==> config.mk <==
export PLATFORM = sky130hd
export DESIGN_NAME = lcd_char_driver
export DESIGN_NICKNAME = d
export VERILOG_FILES = /design/src/rtl/lcd_char_driver.sv
export SDC_FILE = /design/constraint.sdc
export NUM_CORES = 1
export LEC_CHECK = 0
export ABC_AREA = 1
export ABC_CLOCK_PERIOD_IN_PS = 4300
export BUFFER_PORTS_ARGS = -buffer_cell sky130_fd_sc_hd__clkbuf_2
export CAP_MARGIN = 30
export CORE_MARGIN = 4
export CORE_UTILIZATION = 25
export CTS_CLUSTER_SIZE = 25
export DETAILED_ROUTE_END_ITERATION = 10
export SLEW_MARGIN = 20
export SYNTH_ARGS = -nofsm -noshare
export SYNTH_HDL_FRONTEND = slang
export SYNTH_SLANG_ARGS = --single-unit
==> constraint.sdc <==
create_clock -name clk_50mhz -period 4.3 [get_ports clk_50mhz]
set_clock_uncertainty 0.2 [all_clocks]
set_input_delay 0.215 -clock clk_50mhz [delete_from_list [all_inputs] [get_ports clk_50mhz]]
set_output_delay 0.215 -clock clk_50mhz [all_outputs]
set_load 0.02 [all_outputs]
==> src/rtl/lcd_char_driver.sv <==
// HD44780 16x2 character-LCD bus driver: power-up init command sequence, then a
// continuous 32-character refresh paced by rising edges of the 1 kHz divider strobe.
module lcd_char_driver #(
    parameter int POWERUP_TICKS = 20,
    parameter int CLEAR_TICKS   = 3
) (
    input  logic       clk_50mhz,
    input  logic       rst,
    input  logic       clk_1khz,
    input  logic       enable,
    output logic [4:0] char_addr,
    input  logic [7:0] char_data,
    output logic       lcd_e,
    output logic       lcd_rs,
    output logic       lcd_rw,
    output logic [7:0] lcd_data,
    output logic       init_done,
    output logic       frame_done
);

    localparam logic [2:0] ST_POWER_WAIT = 3'd0;
    localparam logic [2:0] ST_INIT       = 3'd1;
    localparam logic [2:0] ST_CLEAR_WAIT = 3'd2;
    localparam logic [2:0] ST_FRAME      = 3'd3;
    localparam logic [2:0] ST_IDLE       = 3'd4;

    localparam logic [1:0] PH_SETUP = 2'd0;
    localparam logic [1:0] PH_PULSE = 2'd1;
    localparam logic [1:0] PH_HOLD  = 2'd2;

    localparam int         CNT_W          = 16;
    localparam logic [5:0] LAST_INIT_IDX  = 6'd3;
    localparam logic [5:0] LINE2_CMD_IDX  = 6'd17;
    localparam logic [5:0] LAST_FRAME_IDX = 6'd33;

    localparam logic [7:0] CMD_LINE1 = 8'h80;
    localparam logic [7:0] CMD_LINE2 = 8'hC0;

    localparam logic [CNT_W-1:0] POWERUP_CNT = CNT_W'(POWERUP_TICKS);
    localparam logic [CNT_W-1:0] CLEAR_CNT   = CNT_W'(CLEAR_TICKS);

    // Function set 8-bit/2-line, display on, entry mode increment, clear display.
    function automatic logic [7:0] init_cmd(input logic [1:0] idx);
        case (idx)
            2'd0:    init_cmd = 8'h38;
            2'd1:    init_cmd = 8'h0C;
            2'd2:    init_cmd = 8'h06;
            default: init_cmd = 8'h01;
        endcase
    endfunction

    logic             clk_1khz_q;
    logic [2:0]       state_q,     state_d;
    logic [1:0]       phase_q,     phase_d;
    logic [5:0]       wr_idx_q,    wr_idx_d;
    logic [CNT_W-1:0] tick_cnt_q,  tick_cnt_d;
    logic [4:0]       char_addr_q, char_addr_d;
    logic             lcd_e_q,     lcd_e_d;
    logic             lcd_rs_q,    lcd_rs_d;
    logic [7:0]       lcd_data_q,  lcd_data_d;
    logic             init_done_q, init_done_d;
    logic             frame_done_q, frame_done_d;

    logic             tick;
    logic             at_boundary;
    logic [5:0]       next_idx;
    logic [CNT_W-1:0] cnt_inc;
    logic             hold_is_char;

    assign tick         = clk_1khz & ~clk_1khz_q;
    assign next_idx     = wr_idx_q + 6'd1;
    assign cnt_inc      = tick_cnt_q + CNT_W'(1);
    assign hold_is_char = (wr_idx_q != 6'd0) && (wr_idx_q != LINE2_CMD_IDX);

    always_comb begin
        // NOTE: every variable gets its hold value first so no path through the
        // case statements can leave it unassigned and infer a latch.
        state_d      = state_q;
        phase_d      = phase_q;
        wr_idx_d     = wr_idx_q;
        tick_cnt_d   = tick_cnt_q;
        char_addr_d  = char_addr_q;
        lcd_e_d      = lcd_e_q;
        lcd_rs_d     = lcd_rs_q;
        lcd_data_d   = lcd_data_q;
        init_done_d  = init_done_q;
        frame_done_d = 1'b0;
        at_boundary  = 1'b0;

        if (tick) begin
            case (state_q)
                ST_POWER_WAIT: begin
                    tick_cnt_d = cnt_inc;
                    if (cnt_inc == POWERUP_CNT) begin
                        state_d    = ST_INIT;
                        wr_idx_d   = 6'd0;
                        phase_d    = PH_SETUP;
                        lcd_e_d    = 1'b0;
                        lcd_rs_d   = 1'b0;
                        lcd_data_d = init_cmd(2'd0);
                    end
                end

                ST_INIT: begin
                    case (phase_q)
                        PH_SETUP: begin
                            lcd_e_d = 1'b1;
                            phase_d = PH_PULSE;
                        end
                        PH_PULSE: begin
                            lcd_e_d = 1'b0;
                            phase_d = PH_HOLD;
                            if (wr_idx_q == LAST_INIT_IDX) begin
                                state_d     = ST_CLEAR_WAIT;
                                tick_cnt_d  = '0;
                                char_addr_d = 5'd0;
                            end
                        end
                        default: begin
                            wr_idx_d   = next_idx;
                            phase_d    = PH_SETUP;
                            lcd_rs_d   = 1'b0;
                            lcd_data_d = init_cmd(next_idx[1:0]);
                        end
                    endcase
                end

                ST_CLEAR_WAIT: begin
                    if (tick_cnt_q == CLEAR_CNT) begin
                        init_done_d = 1'b1;
                        at_boundary = 1'b1;
                    end else begin
                        tick_cnt_d = cnt_inc;
                    end
                end

                ST_FRAME: begin
                    case (phase_q)
                        PH_SETUP: begin
                            lcd_e_d = 1'b1;
                            phase_d = PH_PULSE;
                        end
                        PH_PULSE: begin
                            lcd_e_d = 1'b0;
                            phase_d = PH_HOLD;
                            // 5-bit address wraps 31 -> 0 on the last character.
                            if (hold_is_char) begin
                                char_addr_d = char_addr_q + 5'd1;
                            end
                            if (wr_idx_q == LAST_FRAME_IDX) begin
                                frame_done_d = 1'b1;
                                state_d      = ST_IDLE;
                            end
                        end
                        default: begin
                            wr_idx_d = next_idx;
                            phase_d  = PH_SETUP;
                            if (next_idx == LINE2_CMD_IDX) begin
                                lcd_rs_d   = 1'b0;
                                lcd_data_d = CMD_LINE2;
                            end else begin
                                lcd_rs_d   = 1'b1;
                                lcd_data_d = char_data;
                            end
                        end
                    endcase
                end

                ST_IDLE: begin
                    at_boundary = 1'b1;
                end

                default: begin
                    state_d = ST_POWER_WAIT;
                end
            endcase
        end

        // enable is only looked at here, so mid-frame changes wait for the boundary.
        if (at_boundary) begin
            if (enable) begin
                state_d    = ST_FRAME;
                wr_idx_d   = 6'd0;
                phase_d    = PH_SETUP;
                lcd_e_d    = 1'b0;
                lcd_rs_d   = 1'b0;
                lcd_data_d = CMD_LINE1;
            end else begin
                state_d = ST_IDLE;
            end
        end
    end

    always_ff @(posedge clk_50mhz or posedge rst) begin
        if (rst) begin
            clk_1khz_q   <= 1'b0;
            state_q      <= ST_POWER_WAIT;
            phase_q      <= PH_SETUP;
            wr_idx_q     <= 6'd0;
            tick_cnt_q   <= '0;
            char_addr_q  <= 5'd0;
            lcd_e_q      <= 1'b0;
            lcd_rs_q     <= 1'b0;
            lcd_data_q   <= 8'h00;
            init_done_q  <= 1'b0;
            frame_done_q <= 1'b0;
        end else begin
            // NOTE: non-blocking updates so every flop samples the pre-edge values
            // computed above, independent of statement order.
            clk_1khz_q   <= clk_1khz;
            state_q      <= state_d;
            phase_q      <= phase_d;
            wr_idx_q     <= wr_idx_d;
            tick_cnt_q   <= tick_cnt_d;
            char_addr_q  <= char_addr_d;
            lcd_e_q      <= lcd_e_d;
            lcd_rs_q     <= lcd_rs_d;
            lcd_data_q   <= lcd_data_d;
            init_done_q  <= init_done_d;
            frame_done_q <= frame_done_d;
        end
    end

    assign char_addr  = char_addr_q;
    assign lcd_e      = lcd_e_q;
    assign lcd_rs     = lcd_rs_q;
    assign lcd_rw     = 1'b0;
    assign lcd_data   = lcd_data_q;
    assign init_done  = init_done_q;
    assign frame_done = frame_done_q;

endmodule

; Word-level counts from Yosys, hierarchy flattened
; Index checks and enable logic that the tools add are counted.
[word_totals]
output_inout_bits = 18
inputBits = 12
register_bits = 45
[op_classes]
n_mux = 60
n_reduce_logical = 15
bitwise = 2
n_addsub = 3
eq_ne = 24
[ops]
columns = operator, count
row1 = $mux 8, 7
row2 = $mux 16, 3
row3 = $pmux 16 s3, 1
row4 = $mux 6, 5
row5 = $mux 3, 8
row6 = $pmux 8 s3, 1
row7 = $mux 5, 4
row8 = $pmux 6 s3, 1
row9 = $mux 1, 17
row10 = $add 16x1->16 const B, 1
row11 = $eq 16x2->1 const B, 1
row12 = $eq 16x5->1 const B, 1
row13 = $ne 3x3->1 const B, 5
row14 = $pmux 3 s4, 1
row15 = $pmux 6 s2, 1
row16 = $ne 2x2->1 const B, 5
row17 = $pmux 5 s2, 1
row18 = $mux 2, 4
row19 = $pmux 2 s2, 2
row20 = $reduce_and 7->1, 1
row21 = $add 6x1->6 const B, 1
row22 = $eq 3x2->1 const B, 2
row23 = $eq 6x2->1 const B, 1
row24 = $eq 6x5->1 const B, 1
row25 = other kinds (22), 29

; Longest topological paths before layout
[depth]
depth_word = 8
ltp_mapped = 16
mapped_depth_nobuf = 15

; Worst setup path after synthesis
; No wires, ideal clock.
[synth_path]
path_kind = register to register
from = register tick_cnt_q[0]
to = register lcd_data_q[0] (netlist: lcd_data[0])
path_slack_ns = 2.186
path_buffers = 1
t_required_ns = 3.987
arrival_ns = 1.801
path_stages_with_launch = 16
cell_sequence = dfrtp_1 -> ha_1 -> nand2_1 -> nor2_1 -> nand2_2 -> nor2_1 -> nand2_1 -> nand2_1 -> nand2_1 -> nor2_2 -> nand3_4 -> buf_8 -> nand3_2 -> nand3_1 -> nand2_1 -> inv_1
[synth_between]
elab_chain_len = 7
[synth_rtl]
columns = item, line_no
row1 = from (decl), 56  ; logic [CNT_W-1:0] tick_cnt_q, tick_cnt_d;
row2 = from (signal assigned), 214  ; tick_cnt_q <= tick_cnt_d;
row3 = $add 16x1->16, 72  ; assign cnt_inc = tick_cnt_q + CNT_W'(1);
row4 = $eq 16x5->1, 94  ; if (cnt_inc == POWERUP_CNT) begin
row5 = $mux 8, 94
row6 = $pmux 8 s3, 91  ; case (state_q)
row7 = $mux 8, 90  ; if (tick) begin
row8 = $mux 8, 181  ; if (enable) begin
row9 = $mux 8 (*), 180  ; if (at_boundary) begin
row10 = net lcd_data_d[0], 60  ; logic [7:0] lcd_data_q, lcd_data_d;
row11 = to (signal assigned), 218  ; lcd_data_q <= lcd_data_d;
row12 = to (decl), 60
; The timed path passes the listed nets; every way through them passes the cells marked *.
; A chain may end at the register's enable or synchronous reset.

; Worst setup path after layout
[layout_path]
from = register state_q[2]
to = register tick_cnt_q[0]
[layout_between]
elab_chain_len = 3
[layout_rtl]
columns = item, line_no
row1 = from (decl), 53  ; logic [2:0] state_q, state_d;
row2 = from (signal assigned), 211  ; state_q <= state_d;
row3 = $eq 3x1->1 (tied with other cells), 91
row4 = $ne 2x2->1 (no source line) / $reduce_bool 3->1 (equally long branches), n/a
row5 = $reduce_and 5->1 (no source line), n/a
; Several ways; a longest one is shown, not always the timed one.

==> metrics.csv <==
metric,value,unit
run_status,completed,
critPathBufInv,3,
path_cells,inv_1 -> nand2_1 -> nor2_1 -> inv_1 -> o21ai_0 -> nand3_1 -> nor2_2 -> inv_1 -> a21oi_1,
wirelength,8420,um
fmax,0.351,GHz
rr_worst_depth,9,
antenna_cells,0,
worst-setup-path-type,flop to flop,
ios,30,
final_util,0.295,
syn_area_per_cell,6.86,um^2
initial_utilization,0.258,
grt_pass1_vias,3039,
synth_seq_area_share,0.342,
p_sw,0.00101,W
critical_path_arrival,2.86,ns
synth_edf_count,0,
min_delay_path_depth,6,
ys_warn_count,0,
worstReg2RegStart,state_q[2]$_DFFE_PP0P_,
hold_class,input pin to flop,
end_kind,flop,
r2r_slack,1.45,ns
die_area,0.0151,mm^2
sequentialPowerShare,0.334,
crit_top_cell,inv_1,
setup_tns,0,ns
cp.required,4.31,ns
cp_top_family,simple AND/OR/NAND/NOR gates,
internal-power,0.00114,W
rsz0062_at_grt,false,
drv_cap,0,
ys_ff_latch,45,
slew_violations,0,
p_per_area,569,mW/mm^2
cts_tree,built,
grt_max_degree,28,
slew_headroom,0.386,
placement_rows,41,
drive_gt1_frac,0.152,
cts_buffers,5,
drcViolationCount,0,
drtPass1Iterations,5,
viasPerCell,4.64,
pwr-share-comb,0.488,
worstSkewPairLatency,0.29,ns
ir_drop,0.000173,V
post-route-period-util,0.663,
synth.distinct_cells,43,
postCtsSetupBuffers,0,
routedWlPerCell,12.4,um
netlist.area_leader.share,0.342,
synth_commonest_cells,"129 x nand2_1, 67 x inv_1, 50 x nor2_1, 45 x dfrtp_1, 28 x o21ai_0",
coreArea,0.0128,mm^2
clk_path_buf_depth,2,
slowest_stage,nor2_1,
worst_slew_pin_slew,0.918,ns
grt_pass1_wl,14400,um
netlist_area,0.00329,mm^2
hold_path_startpoint,char_data[6],
place_congestion,0.858,
nNetsFinal,528,
synthCells,480,
vias,3151,
grt_usage,0.117,
grt.overflow.total,0,
ant_nets,0,
drt_iter0_markers,210,
die_h,123,um
worstSetupStartpointType,flop,
area_delta_synth_final,14.6,%
synth_area_leader_cell,dfrtp_1,
htree_levels,2,
antenna_found_initial,0,
period_minus_slack,2.85,ns
clockRootBuffer,clkbuf_16,
yosysMostFrequentCell,nand2_1,
yosys-top-cells-area,"dfrtp_1 34%, nand2_1 15%, inv_1 7.6%",
die_w,123,um
clock-sinks,45,
ys_async_sr_fraction,1.00,
r2r_end,tick_cnt_q[0]$_DFFE_PP0P_,
setup_viol_count_final,0,
synthesis.nets,502,
path_max_fanout,12,
dp_hpwl,6370,um
io_buffer_count,28,
synth_top_flop_cell,dfrtp_1,
whs,0.179,ns
slowest_delay,0.69,ns
switching_share,0.470,
p_clk_frac,0.178,
path_clk_slew,0.06,ns
holdPathEnd,lcd_data[6]$_DFF_PP0_,
hold_viol,0,
p_leak,1.75,nW
-- metrics by stage --
stage | cell area, um^2 | instances | power (W) | setup slack (ns)
floorplan | 3290 | 480 | 0.00151 | 2.19
global placement | 3580 | 668 | 0.00174 | 1.70
detailed placement | 3610 | 669 | 0.00176 | 1.52
CTS | 3770 | 679 | 0.00216 | 1.47
global route | 3770 | 679 | 0.00235 | 1.11
finish | 3770 | 679 | 0.00214 | 1.45
-- state kept, by name (all words and copies together) (netlist names) --
name        count
tick_cnt_q     16
char_addr       5
lcd_e           1
wr_idx_q        6
frame_done      1
state_q         3
lcd_data        8
phase_q         2
clk_1khz_q      1
lcd_rs          1
init_done       1
-- layout by cell type, fill, tap and decap left out, types with 6 or more instances in the layout --
cell type | synthesis | routed
nand2_1 | 129 | 129
inv_1 | 67 | 66
nor2_1 | 50 | 50
dfrtp_1 | 45 | 45
o21ai_0 | 28 | 28
clkbuf_2 | 0 | 28
nand3_1 | 27 | 27
a21oi_1 | 15 | 15
nand4_1 | 11 | 11
nand2_2 | 10 | 10
o22ai_1 | 10 | 10
ha_1 | 10 | 10
xor2_1 | 7 | 7
nand3_2 | 7 | 7
nor3_1 | 6 | 6
nor2_2 | 6 | 6
-- power by group through the flow --
stage	logic [W]	registers (W)	clock network, W
after floorplan	0.000782	0.000726	0
after global placement	0.00103	0.000715	0
after detailed placement	0.00104	0.000721	0
after CTS	0.00105	0.000716	0.000395
after global routing	0.00119	0.000742	0.000412
final	0.00105	0.000717	0.000381
-- area by class of cell --
| type | instances | area [um^2] |
|---|---|---|
| clock buffer | 5 | 125 |
| sequential | 45 | 1130 |
| tap | 172 | 215 |
| timing repair buffer | 32 | 195 |
| multi-input combinational | 353 | 1830 |
| clock inverter | 3 | 17.5 |
| inverter | 69 | 259 |
| fill | 1385 | 9000 |
-- logic make-up (layout without fill, tap and decap cells) --
logic type / after synthesis / in the layout / synth area share
flip-flops: 45 / 45 / 0.342
other: 1 / 1 / 0.00114
buffers and inverters: 82 / 109 / 0.101
AO/OA/AOI/OAI: 68 / 68 / 0.117
adder cells (fa/ha/maj): 10 / 10 / 0.0380
AND/OR/NAND/NOR: 265 / 265 / 0.376
XOR/XNOR: 9 / 9 / 0.0240
-- what timing repair did --
item,in CTS,in global routing
setup endpoints to repair,0,0
gates resized for setup,0,0
hold endpoints to repair,27,0
hold buffers,2,0
-- worst reg2reg max path: stages, from the launching register on --
cell and delay [ns]:
dfrtp_1 0.40, inv_1 0.08, nand2_1 0.16, nor2_1 0.69
inv_1 0.13, o21ai_0 0.20, nand3_1 0.18, nor2_2 0.27
inv_1 0.27, a21oi_1 0.21
-- layer usage --
metal	up-vias	share of wire	global-route usage
met3	8	0.055	0.0194
met5	-	0	0
met1	1462	0.48	0.158
met4	0	0.017	0.0371
met2	91	0.45	0.192
li1	1590	-	-
-- how the worst max path moves through the flow --
stage	to	depth (start not counted)	startpoint	slack, ns
after global routing	tick_cnt_q[9]$_DFFE_PP0P_	9	state_q[2]$_DFFE_PP0P_	1.11
final	tick_cnt_q[0]$_DFFE_PP0P_	9	state_q[2]$_DFFE_PP0P_	1.45
after CTS	tick_cnt_q[0]$_DFFE_PP0P_	9	state_q[2]$_DFFE_PP0P_	1.47
after floorplan	lcd_data[0]$_DFF_PP0_	15	tick_cnt_q[0]$_DFFE_PP0P_	2.19
after global placement	tick_cnt_q[0]$_DFFE_PP0P_	9	state_q[2]$_DFFE_PP0P_	1.70
after detailed placement	tick_cnt_q[0]$_DFFE_PP0P_	9	state_q[2]$_DFFE_PP0P_	1.52
Power figures use the tool's default switching activity.
